<file path="config.mk">
export PLATFORM = sky130hd
export DESIGN_NAME = apb_decode_router
export DESIGN_NICKNAME = d
export VERILOG_FILES = /design/src/rtl/apb_decode_pkg.sv /design/src/rtl/apb_decode_match.sv /design/src/rtl/apb_decode_router.sv
export SDC_FILE = /design/constraint.sdc
export NUM_CORES = 1
export LEC_CHECK = 0
export ABC_AREA = 1
export CAP_MARGIN = 20
export CORE_AREA = 2 2 220 222
export CTS_CLUSTER_SIZE = 20
export DETAILED_ROUTE_END_ITERATION = 6
export DIE_AREA = 0 0 222 224
export PLACE_DENSITY_LB_ADDON = 0.12
export SKIP_CTS_REPAIR_TIMING = 1
export SYNTH_ARGS = -nofsm -noshare
export SYNTH_HDL_FRONTEND = slang
export SYNTH_SLANG_ARGS = --single-unit
</file>
<file path="constraint.sdc">
create_clock -name clk_i -period 2.6 [get_ports clk_i]
set_input_delay 0.52 -clock clk_i [delete_from_list [all_inputs] [get_ports clk_i]]
set_output_delay 0.52 -clock clk_i [all_outputs]
set_load 0.02 [all_outputs]
</file>
<file path="src/rtl/apb_decode_pkg.sv">
// apb_decode_pkg: FSM state encoding, default peripheral map and index sizing helper
// shared by apb_decode_router and apb_decode_match.
package apb_decode_pkg;

  typedef enum logic [1:0] {
    S_IDLE   = 2'd0,
    S_SETUP  = 2'd1,
    S_ACCESS = 2'd2,
    S_ERR    = 2'd3
  } state_e;

  localparam logic [1:0] ST_IDLE   = S_IDLE;
  localparam logic [1:0] ST_SETUP  = S_SETUP;
  localparam logic [1:0] ST_ACCESS = S_ACCESS;
  localparam logic [1:0] ST_ERR    = S_ERR;

  localparam int unsigned DEF_NUM_SUB = 11;

  // Port 0 sits in the least significant slice.
  localparam logic [11*32-1:0] DEF_SUB_BASE = {
    32'h8f00_f800, 32'h8f00_f000, 32'h8f00_d000, 32'h8f00_c000,
    32'h8f00_b000, 32'h8f00_a000, 32'h8f00_9000, 32'h8f00_0840,
    32'h8f00_0800, 32'h8f00_0600, 32'h8f00_0000
  };

  localparam logic [11*32-1:0] DEF_SUB_MASK = {
    32'hffff_f800, 32'hffff_f800, 32'hffff_f000, 32'hffff_f000,
    32'hffff_f000, 32'hffff_f000, 32'hffff_f000, 32'hffff_ffc0,
    32'hffff_ffc0, 32'hffff_ffc0, 32'hffff_ff00
  };

  function automatic int unsigned idx_width(input int unsigned n);
    return (n <= 32'd1) ? 32'd1 : $unsigned($clog2(n));
  endfunction

endpackage

</file>
<file path="src/rtl/apb_decode_match.sv">
// apb_decode_match: base/mask compare against every subordinate window and a
// lowest-index-wins priority encoder.
module apb_decode_match
  import apb_decode_pkg::*;
#(
  parameter int unsigned             NUM_SUB  = DEF_NUM_SUB,
  parameter int unsigned             AW       = 32,
  parameter logic [NUM_SUB*AW-1:0]   SUB_BASE = DEF_SUB_BASE,
  parameter logic [NUM_SUB*AW-1:0]   SUB_MASK = DEF_SUB_MASK,
  localparam int unsigned            IW       = idx_width(NUM_SUB)
) (
  input  logic [AW-1:0] addr_i,
  output logic          hit_o,
  output logic [IW-1:0] idx_o
);

  // Scan from the top so the lowest matching index is the last one written.
  always_comb begin
    hit_o = 1'b0;
    idx_o = '0;
    for (int i = int'(NUM_SUB) - 1; i >= 0; i--) begin
      if ((addr_i & SUB_MASK[i*AW +: AW]) == SUB_BASE[i*AW +: AW]) begin
        hit_o = 1'b1;
        idx_o = IW'(i);
      end else begin
        hit_o = hit_o;
        idx_o = idx_o;
      end
    end
  end

endmodule

</file>
<file path="src/rtl/apb_decode_router.sv">
// apb_decode_router: APB4 manager-to-subordinate router with a programmable map,
// registered select path, decode-error response and (APB_DECODE_TIMEOUT_EN) access watchdog.
module apb_decode_router
  import apb_decode_pkg::*;
#(
  parameter int unsigned           NUM_SUB     = DEF_NUM_SUB,
  parameter int unsigned           AW          = 32,
  parameter int unsigned           DW          = 32,
  parameter logic [NUM_SUB*AW-1:0] SUB_BASE    = DEF_SUB_BASE,
  parameter logic [NUM_SUB*AW-1:0] SUB_MASK    = DEF_SUB_MASK,
  parameter int unsigned           TIMEOUT_CYC = 1024
) (
  input  logic                  clk_i,
  input  logic                  rst_i,
  input  logic                  psel_mgr_i,
  input  logic                  penable_mgr_i,
  input  logic                  pwrite_mgr_i,
  input  logic [AW-1:0]         paddr_mgr_i,
  input  logic [DW-1:0]         pwdata_mgr_i,
  input  logic [DW/8-1:0]       pstrb_mgr_i,
  output logic [DW-1:0]         prdata_mgr_o,
  output logic                  pready_mgr_o,
  output logic                  pslverr_mgr_o,
  output logic [NUM_SUB-1:0]    psel_sub_o,
  output logic                  penable_sub_o,
  output logic                  pwrite_sub_o,
  output logic [AW-1:0]         paddr_sub_o,
  output logic [DW-1:0]         pwdata_sub_o,
  output logic [DW/8-1:0]       pstrb_sub_o,
  input  logic [NUM_SUB*DW-1:0] prdata_sub_i,
  input  logic [NUM_SUB-1:0]    pready_sub_i,
  input  logic [NUM_SUB-1:0]    pslverr_sub_i,
  output logic                  decerr_o,
  output logic                  tout_o
);

  localparam int unsigned IW = idx_width(NUM_SUB);

  if ((TIMEOUT_CYC < 32'd2) || (NUM_SUB < 32'd1) || (NUM_SUB > 32'd32)) begin : g_bad_cfg
    $error("apb_decode_router: unsupported NUM_SUB or TIMEOUT_CYC");
  end

  logic [1:0]         state_q, state_d;
  logic [IW-1:0]      idx_q, idx_d;
  logic               decerr_q, decerr_d;
  logic               tout_q, tout_d;
  logic               match_hit_s;
  logic [IW-1:0]      match_idx_s;
  logic               timeout_s;
  logic [NUM_SUB-1:0] sel_onehot_s;

  apb_decode_match #(
    .NUM_SUB  (NUM_SUB),
    .AW       (AW),
    .SUB_BASE (SUB_BASE),
    .SUB_MASK (SUB_MASK)
  ) u_match (
    .addr_i (paddr_mgr_i),
    .hit_o  (match_hit_s),
    .idx_o  (match_idx_s)
  );

  assign pwrite_sub_o = pwrite_mgr_i;
  assign paddr_sub_o  = paddr_mgr_i;
  assign pwdata_sub_o = pwdata_mgr_i;
  assign pstrb_sub_o  = pstrb_mgr_i;
  assign decerr_o     = decerr_q;
  assign tout_o       = tout_q;

`ifdef APB_DECODE_TIMEOUT_EN
  localparam int unsigned   CW       = $clog2(TIMEOUT_CYC);
  localparam logic [CW-1:0] CNT_LAST = CW'(TIMEOUT_CYC - 1);

  logic [CW-1:0] cnt_q, cnt_d;

  assign timeout_s = (state_q == ST_ACCESS) && (cnt_q == CNT_LAST);

  // Saturating access-phase counter: cleared in SETUP, held once it hits the limit.
  always_comb begin
    if (state_q == ST_SETUP) begin
      cnt_d = '0;
    end else if ((state_q == ST_ACCESS) && !timeout_s) begin
      cnt_d = cnt_q + CW'(1);
    end else begin
      cnt_d = cnt_q;
    end
  end

  always_ff @(posedge clk_i) begin
    if (rst_i) begin
      cnt_q <= '0;
    end else begin
      cnt_q <= cnt_d;
    end
  end
`else
  assign timeout_s = 1'b0;
`endif

  always_comb begin
    sel_onehot_s = '0;
    for (int i = 0; i < int'(NUM_SUB); i++) begin
      sel_onehot_s[i] = (idx_q == IW'(i));
    end
  end

  // Next-state logic; decerr/tout are registered so they line up with the ERR cycle.
  always_comb begin
    state_d  = state_q;
    idx_d    = idx_q;
    decerr_d = 1'b0;
    tout_d   = 1'b0;
    case (state_q)
      ST_IDLE: begin
        if (psel_mgr_i && !penable_mgr_i) begin
          idx_d = match_idx_s;
          if (match_hit_s) begin
            state_d = ST_SETUP;
          end else begin
            state_d  = ST_ERR;
            decerr_d = 1'b1;
          end
        end else begin
          state_d = ST_IDLE;
        end
      end
      ST_SETUP: begin
        if (psel_mgr_i) begin
          state_d = ST_ACCESS;
        end else begin
          state_d = ST_IDLE;
        end
      end
      ST_ACCESS: begin
        if (!psel_mgr_i || pready_sub_i[idx_q]) begin
          state_d = ST_IDLE;
        end else if (timeout_s) begin
          state_d = ST_ERR;
          tout_d  = 1'b1;
        end else begin
          state_d = ST_ACCESS;
        end
      end
      ST_ERR: begin
        state_d = ST_IDLE;
      end
      default: begin
        state_d = ST_IDLE;
      end
    endcase
  end

  always_ff @(posedge clk_i) begin
    if (rst_i) begin
      state_q  <= ST_IDLE;
      idx_q    <= '0;
      decerr_q <= 1'b0;
      tout_q   <= 1'b0;
    end else begin
      state_q  <= state_d;
      idx_q    <= idx_d;
      decerr_q <= decerr_d;
      tout_q   <= tout_d;
    end
  end

  // A manager that abandons the transfer mid-access gets no response routed back.
  always_comb begin
    psel_sub_o    = '0;
    penable_sub_o = 1'b0;
    pready_mgr_o  = 1'b0;
    pslverr_mgr_o = 1'b0;
    prdata_mgr_o  = '0;
    case (state_q)
      ST_SETUP: begin
        psel_sub_o = sel_onehot_s;
      end
      ST_ACCESS: begin
        psel_sub_o    = sel_onehot_s;
        penable_sub_o = 1'b1;
        if (psel_mgr_i) begin
          prdata_mgr_o  = prdata_sub_i[int'(idx_q)*DW +: DW];
          pready_mgr_o  = pready_sub_i[idx_q];
          pslverr_mgr_o = pslverr_sub_i[idx_q];
        end else begin
          pready_mgr_o  = 1'b0;
        end
      end
      ST_ERR: begin
        pready_mgr_o  = 1'b1;
        pslverr_mgr_o = 1'b1;
      end
      default: begin
        psel_sub_o = '0;
      end
    endcase
  end

endmodule

</file>
Word-level counts from Yosys, hierarchy flattened. Cells that the tools add are included.

Input port bits: 447. Bits in registers: 7.

Reductions and logical operators: 9. Bitwise operators: 2. $lt $le $gt $ge: 1. Eq/ne operators: 24. Shift-type cells: 1. Muxes and demuxes: 40.

Operator list (number): variable part select 352 x 10 -> 32 bit (1); == test 20 bit (second input constant) (5); == test 26 bit (second input constant) (3); 2-to-1 mux 32 bit (2); 2-to-1 mux 4 bit (11); == test 21 bit (second input constant) (2); == test 24 bit (second input constant) (1); 2-to-1 mux 1 bit (17); == test 4 x 3 -> 1 bit (second input constant) (4); == test 4 bit (second input constant) (3); 2-to-1 mux 11 bit (1); binary-select mux 1 bit (select 4 bit) (2); == test 4 x 2 -> 1 bit (second input constant) (2); 2-to-1 mux 2 bit (4); one-hot mux 2 bit (4 select lines) (1); < comparator 4 x 5 -> 1 bit (second input constant) (1); == test 2 bit (second input constant) (2); == test 4 x 1 -> 1 bit (second input constant) (1); logical NOT 4 bit (1); one-hot mux 1 bit (2 select lines) (2); OR reduction 3 bit (1); == test 2 x 1 -> 1 bit (second input constant) (1); logical NOT 1 bit (2); logical NOT 2 bit (1); other kinds (5) (6).

Longest topological paths before layout. Gate-level depths: netlist of the first run.

Depth after elaboration: 15. Depth in mapped cells: 10. Gate-level depth less buffers: 10.

Cells and area by module. A second synthesis of the first run with hierarchy kept.

Cells, all modules: 839. Area, all modules: 4561.9 µm².

Modules (own cells, without submodules): apb_decode_router (area an instance 4150.2 µm², seq. area each 140.1 µm², times used 1, cells an instance 748); apb_decode_match (area an instance 411.6 µm², seq. area each 0.0 µm², times used 1, cells an instance 91).

Worst setup path before layout of the first run. No wires, ideal clock.

Path type: reg2out. From: register state_q[0]. To: output prdata_mgr_o[10]. Cell stages (with the launch flop): 8. Data arrival time: 1.391 ns. Data required time: 2.080 ns. Buffers on the path: 1. Path slack: 0.689 ns. Path through: dfxtp_1 > inv_1 > ha_1 > nand2_1 > inv_1 > clkbuf_1 > o21ai_1 > inv_1.

Cells in the longest elaborated chain, start to end: 2.

Ends and longest elaborated chain: from (decl) (RTL line apb_decode_router.sv:43) `logic [1:0] state_q, state_d;`; from (signal assigned) (RTL line apb_decode_router.sv:160) `state_q <= state_d;`; == test 2 bit (RTL line apb_decode_router.sv:174) `case (state_q)`; 2-to-1 mux 32 bit (RTL line apb_decode_router.sv:174); to (decl) (RTL line apb_decode_router.sv:21) `output logic [DW-1:0] prdata_mgr_o,`.

Every way passes these cells.

Worst setup path in the final report of the first run.
From: register idx_q[0]. To: output prdata_mgr_o[2].

Cells in the longest elaborated chain, start to end: 3.

Ends and longest elaborated chain: from (decl) (RTL line apb_decode_router.sv:44) `logic [IW-1:0] idx_q, idx_d;`; from (signal assigned) (RTL line apb_decode_router.sv:161) `idx_q <= idx_d;`; variable part select 352 x 10 -> 32 bit (RTL line apb_decode_router.sv:182) `prdata_mgr_o = prdata_sub_i[int'(idx_q)*DW +: DW];`; 2-to-1 mux 32 bit (RTL line apb_decode_router.sv:181) `if (psel_mgr_i) begin`; 2-to-1 mux 32 bit (RTL line apb_decode_router.sv:174).

Every way passes these cells.

==> metrics, run 1 <==
Synth area leaders nand2_1 (24%), a22oi_1 (23%), buf_4 (12%); flip-flop and latch count after synthesis 7; CTS tree built; crit path launch type register; H-Tree Depth 1; GRT busiest layer met2; Nets 1708; Worst Tran Pin Value 0.5425 ns; Clock Power Share 16.6%; post-detailed-route wirelength per cell between 15 and 20 um; total wire length 35560 um; clock buffer count from CTS 3; Post-Syn Area 4285 um2; share of layout cells above drive strength 1 between 8 and 9%; Crit. End Element output port; Final Max Slew Viols 0; clk buf depth 2; YS warnings 0; DRC viols 0; Initial DRC Count 322; Max Clk Rate 0.3897 GHz; share of Yosys cell area claimed by the top area cell type 24.35%; cell at the root of the clock tree clkbuf_16; vias in the first global route 7798; Detail Route Antenna Nets 0; Tmin final between 2 and 3 ns; fin crit share 98.71%; Logic pwr share 76.3%; PD cells 157.8 nW/um2; first-pass GRT wire length slightly below 50000 um; sequential fraction of design power 7.1%; Ports 564; cell count after synthesis 824; largest net degree at the start of global routing 41; Tot Pwr roughly 1.6 mW; Num Clock Sinks 7; Max IR drop VDD approximately 0.17 mV; area delta synth->final 136.6%; Vias 7203; Core Rows 80; final hold vios 0; Non-Filler Cell Area, Final 10140 um2; CTS clock-pin slew for the worst setup and hold paths 0.04 ns; Cell Area, Placed 9787 um2; WP data arrival 2.05 ns; initial core utilization 9.051%; core area 47350 um2; Worst-Skew Late Latency 0.23 ns; Core Util, Final 21.41%; Yosys top cell by area nand2_1; syn nets between 1000 and 1500; Rel. slew slack 63.70%; Synth async-reset ratio 0%; Setup violations, final 0; worst clock skew 0.001605 ns; maxcap violations 0; min-delay worst type register to register; total global routing overflow 0; Post-synth EDFFs 0; CP Max Fanout 17; library cells used by synthesis 24; met1 usage in global routing 15.42%; PortBufs 476; initial antenna violation count 3; Global Route met3 Usage under 10%; Post-Syn Area per Cell 5.201 um2; Die Ht 224 um; die width roughly 220 um; drt pass-1 iters 5; switching share of power 31.05%; Leak 4.716 nW; Top FF cell, synth dfxtp_1; DPL Wire Length about 28000 um; RSZ-0062 raised after global routing yes; number of vias per cell a little under 4; die footprint roughly 50000 um2; internal cell power approximately 1.1 mW; GP Congestion 0.8115; Switching Power 496.6 uW; total track usage around an eighth; status finished, final reports clean; WS Path Type register to output port; post-synthesis sequential area ratio 3.270%; layout filler cell count 5425; WP data required about 2.1 ns; GR Util met2 24.20%
-- cell usage in the layout (no fill, tap or decap), types with 2 or more instances in the layout --
master	n
dfxtp_1	5
o21ai_0	5
dlymetal6s2s_1	32
nand2_1	276
a21oi_1	36
a22oi_1	134
inv_1	60
nor3_1	10
nor2_1	48
clkbuf_16	7
nor2_4	4
a21oi_2	2
nand4_1	11
nand3_1	55
buf_12	23
or2_2	3
clkbuf_2	7
buf_4	48
ha_1	5
o21ai_1	33
nand2_2	2
clkdlybuf4s50_1	436
inv_2	5
-- critical path, stage by stage, from the launching register on --
cell	delay (ns)
dfxtp_2	0.34
buf_4	0.14
nor2_4	0.16
buf_4	0.17
clkbuf_16	0.19
a22oi_1	0.12
a21oi_2	0.25
buf_4	0.15
o21ai_1	0.06
inv_1	0.05
clkbuf_2	0.17
-- logic make-up after synthesis --
group,share of synthesized area (%)
flip-flops,3.270
AO/OA/AOI/OAI,32.47
adder cells (fa/ha/maj),1.460
buffers and inverters,23.56
AND/OR/NAND/NOR,39.15
other,0.08751
-- sequential cells by signal, indices dropped and copies added (netlist names) --
signal / cells
idx_q: 4
state_q: 2
decerr_o: 1
-- Yosys cell counts, types with 2 or more instances --
master,number
nand2_1,278
a22oi_1,134
buf_4,71
inv_1,60
nand3_1,55
nor2_1,50
a21oi_1,38
o21ai_1,34
buf_2,30
clkbuf_1,18
nand4_1,11
nor3_1,10
dfxtp_1,7
ha_1,5
o21ai_0,5
buf_1,4
inv_2,4
or2_2,3
nor2_2,2
-- per-stage QoR --
step | hold WS [ns] | setup slack, ns | setup TNS, ns | cells
after global routing | 0.5431 | -0.07000 | -0.2256 | 1871
after floorplan | 0.4527 | 0.6886 | 0 | 824
after CTS | 0.5046 | -0.6231 | -14.37 | 1857
final | 0.4976 | 0.03366 | 0 | 1871
after global placement | 0.4940 | -0.3764 | -5.596 | 1853
after detailed placement | 0.4995 | -0.3582 | -5.474 | 1853
-- area by class of cell --
cell class	instances	area, um2	area share [%]
Antenna cell	1	2.502	0.02469
Clock buffer	4	78.83	0.7776
Inverter	65	244.0	2.407
Multi-Input combinational cell	629	3177	31.34
Sequential cell	7	145.1	1.432
Tap cell	615	769.5	7.591
Timing Repair Buffer	550	5720	56.43
-- worst paths after layout --
path | startpoint | endpoint | slack (ns) | cells past startpoint
setup / recovery | idx_q[0]$_SDFFE_PP0P_ | prdata_mgr_o[2] | 0.03 | 10
hold / removal | idx_q[3]$_SDFFE_PP0P_ | idx_q[3]$_SDFFE_PP0P_ | 0.50 | 2
setup reg to reg | idx_q[0]$_SDFFE_PP0P_ | state_q[1]$_SDFF_PP0_ | 0.85 | 13
hold reg to reg | idx_q[3]$_SDFFE_PP0P_ | idx_q[3]$_SDFFE_PP0P_ | 0.50 | 2
-- layer usage --
metal,share of wire [%],up-vias
met5,0.076,-
met4,1.5,4
met3,6.5,32
met2,51,316
met1,41,3251
li1,-,3600
-- power by group through the flow --
stage | Sequential [mW] | Combinational, mW | Clock, mW
after floorplan | 0.116 | 0.453 | 0
after global placement | 0.116 | 1.20 | 0
after detailed placement | 0.116 | 1.20 | 0
after CTS | 0.114 | 1.21 | 0.272
after global routing | 0.114 | 1.32 | 0.280
final | 0.113 | 1.22 | 0.266
No activity file was read; power rests on OpenSTA's default activity.
==> run 2: changes to the inputs <==
--- a/config.mk
+++ b/config.mk
@@ -13,6 +13,7 @@
 export DIE_AREA = 0 0 222 224
 export PLACE_DENSITY_LB_ADDON = 0.12
 export SKIP_CTS_REPAIR_TIMING = 1
+export SLEW_MARGIN = 40
 export SYNTH_ARGS = -nofsm -noshare
 export SYNTH_HDL_FRONTEND = slang
 export SYNTH_SLANG_ARGS = --single-unit
==> results of run 2 <==
Same layout as run 1: the final DEF is identical, and so are final timing and power.
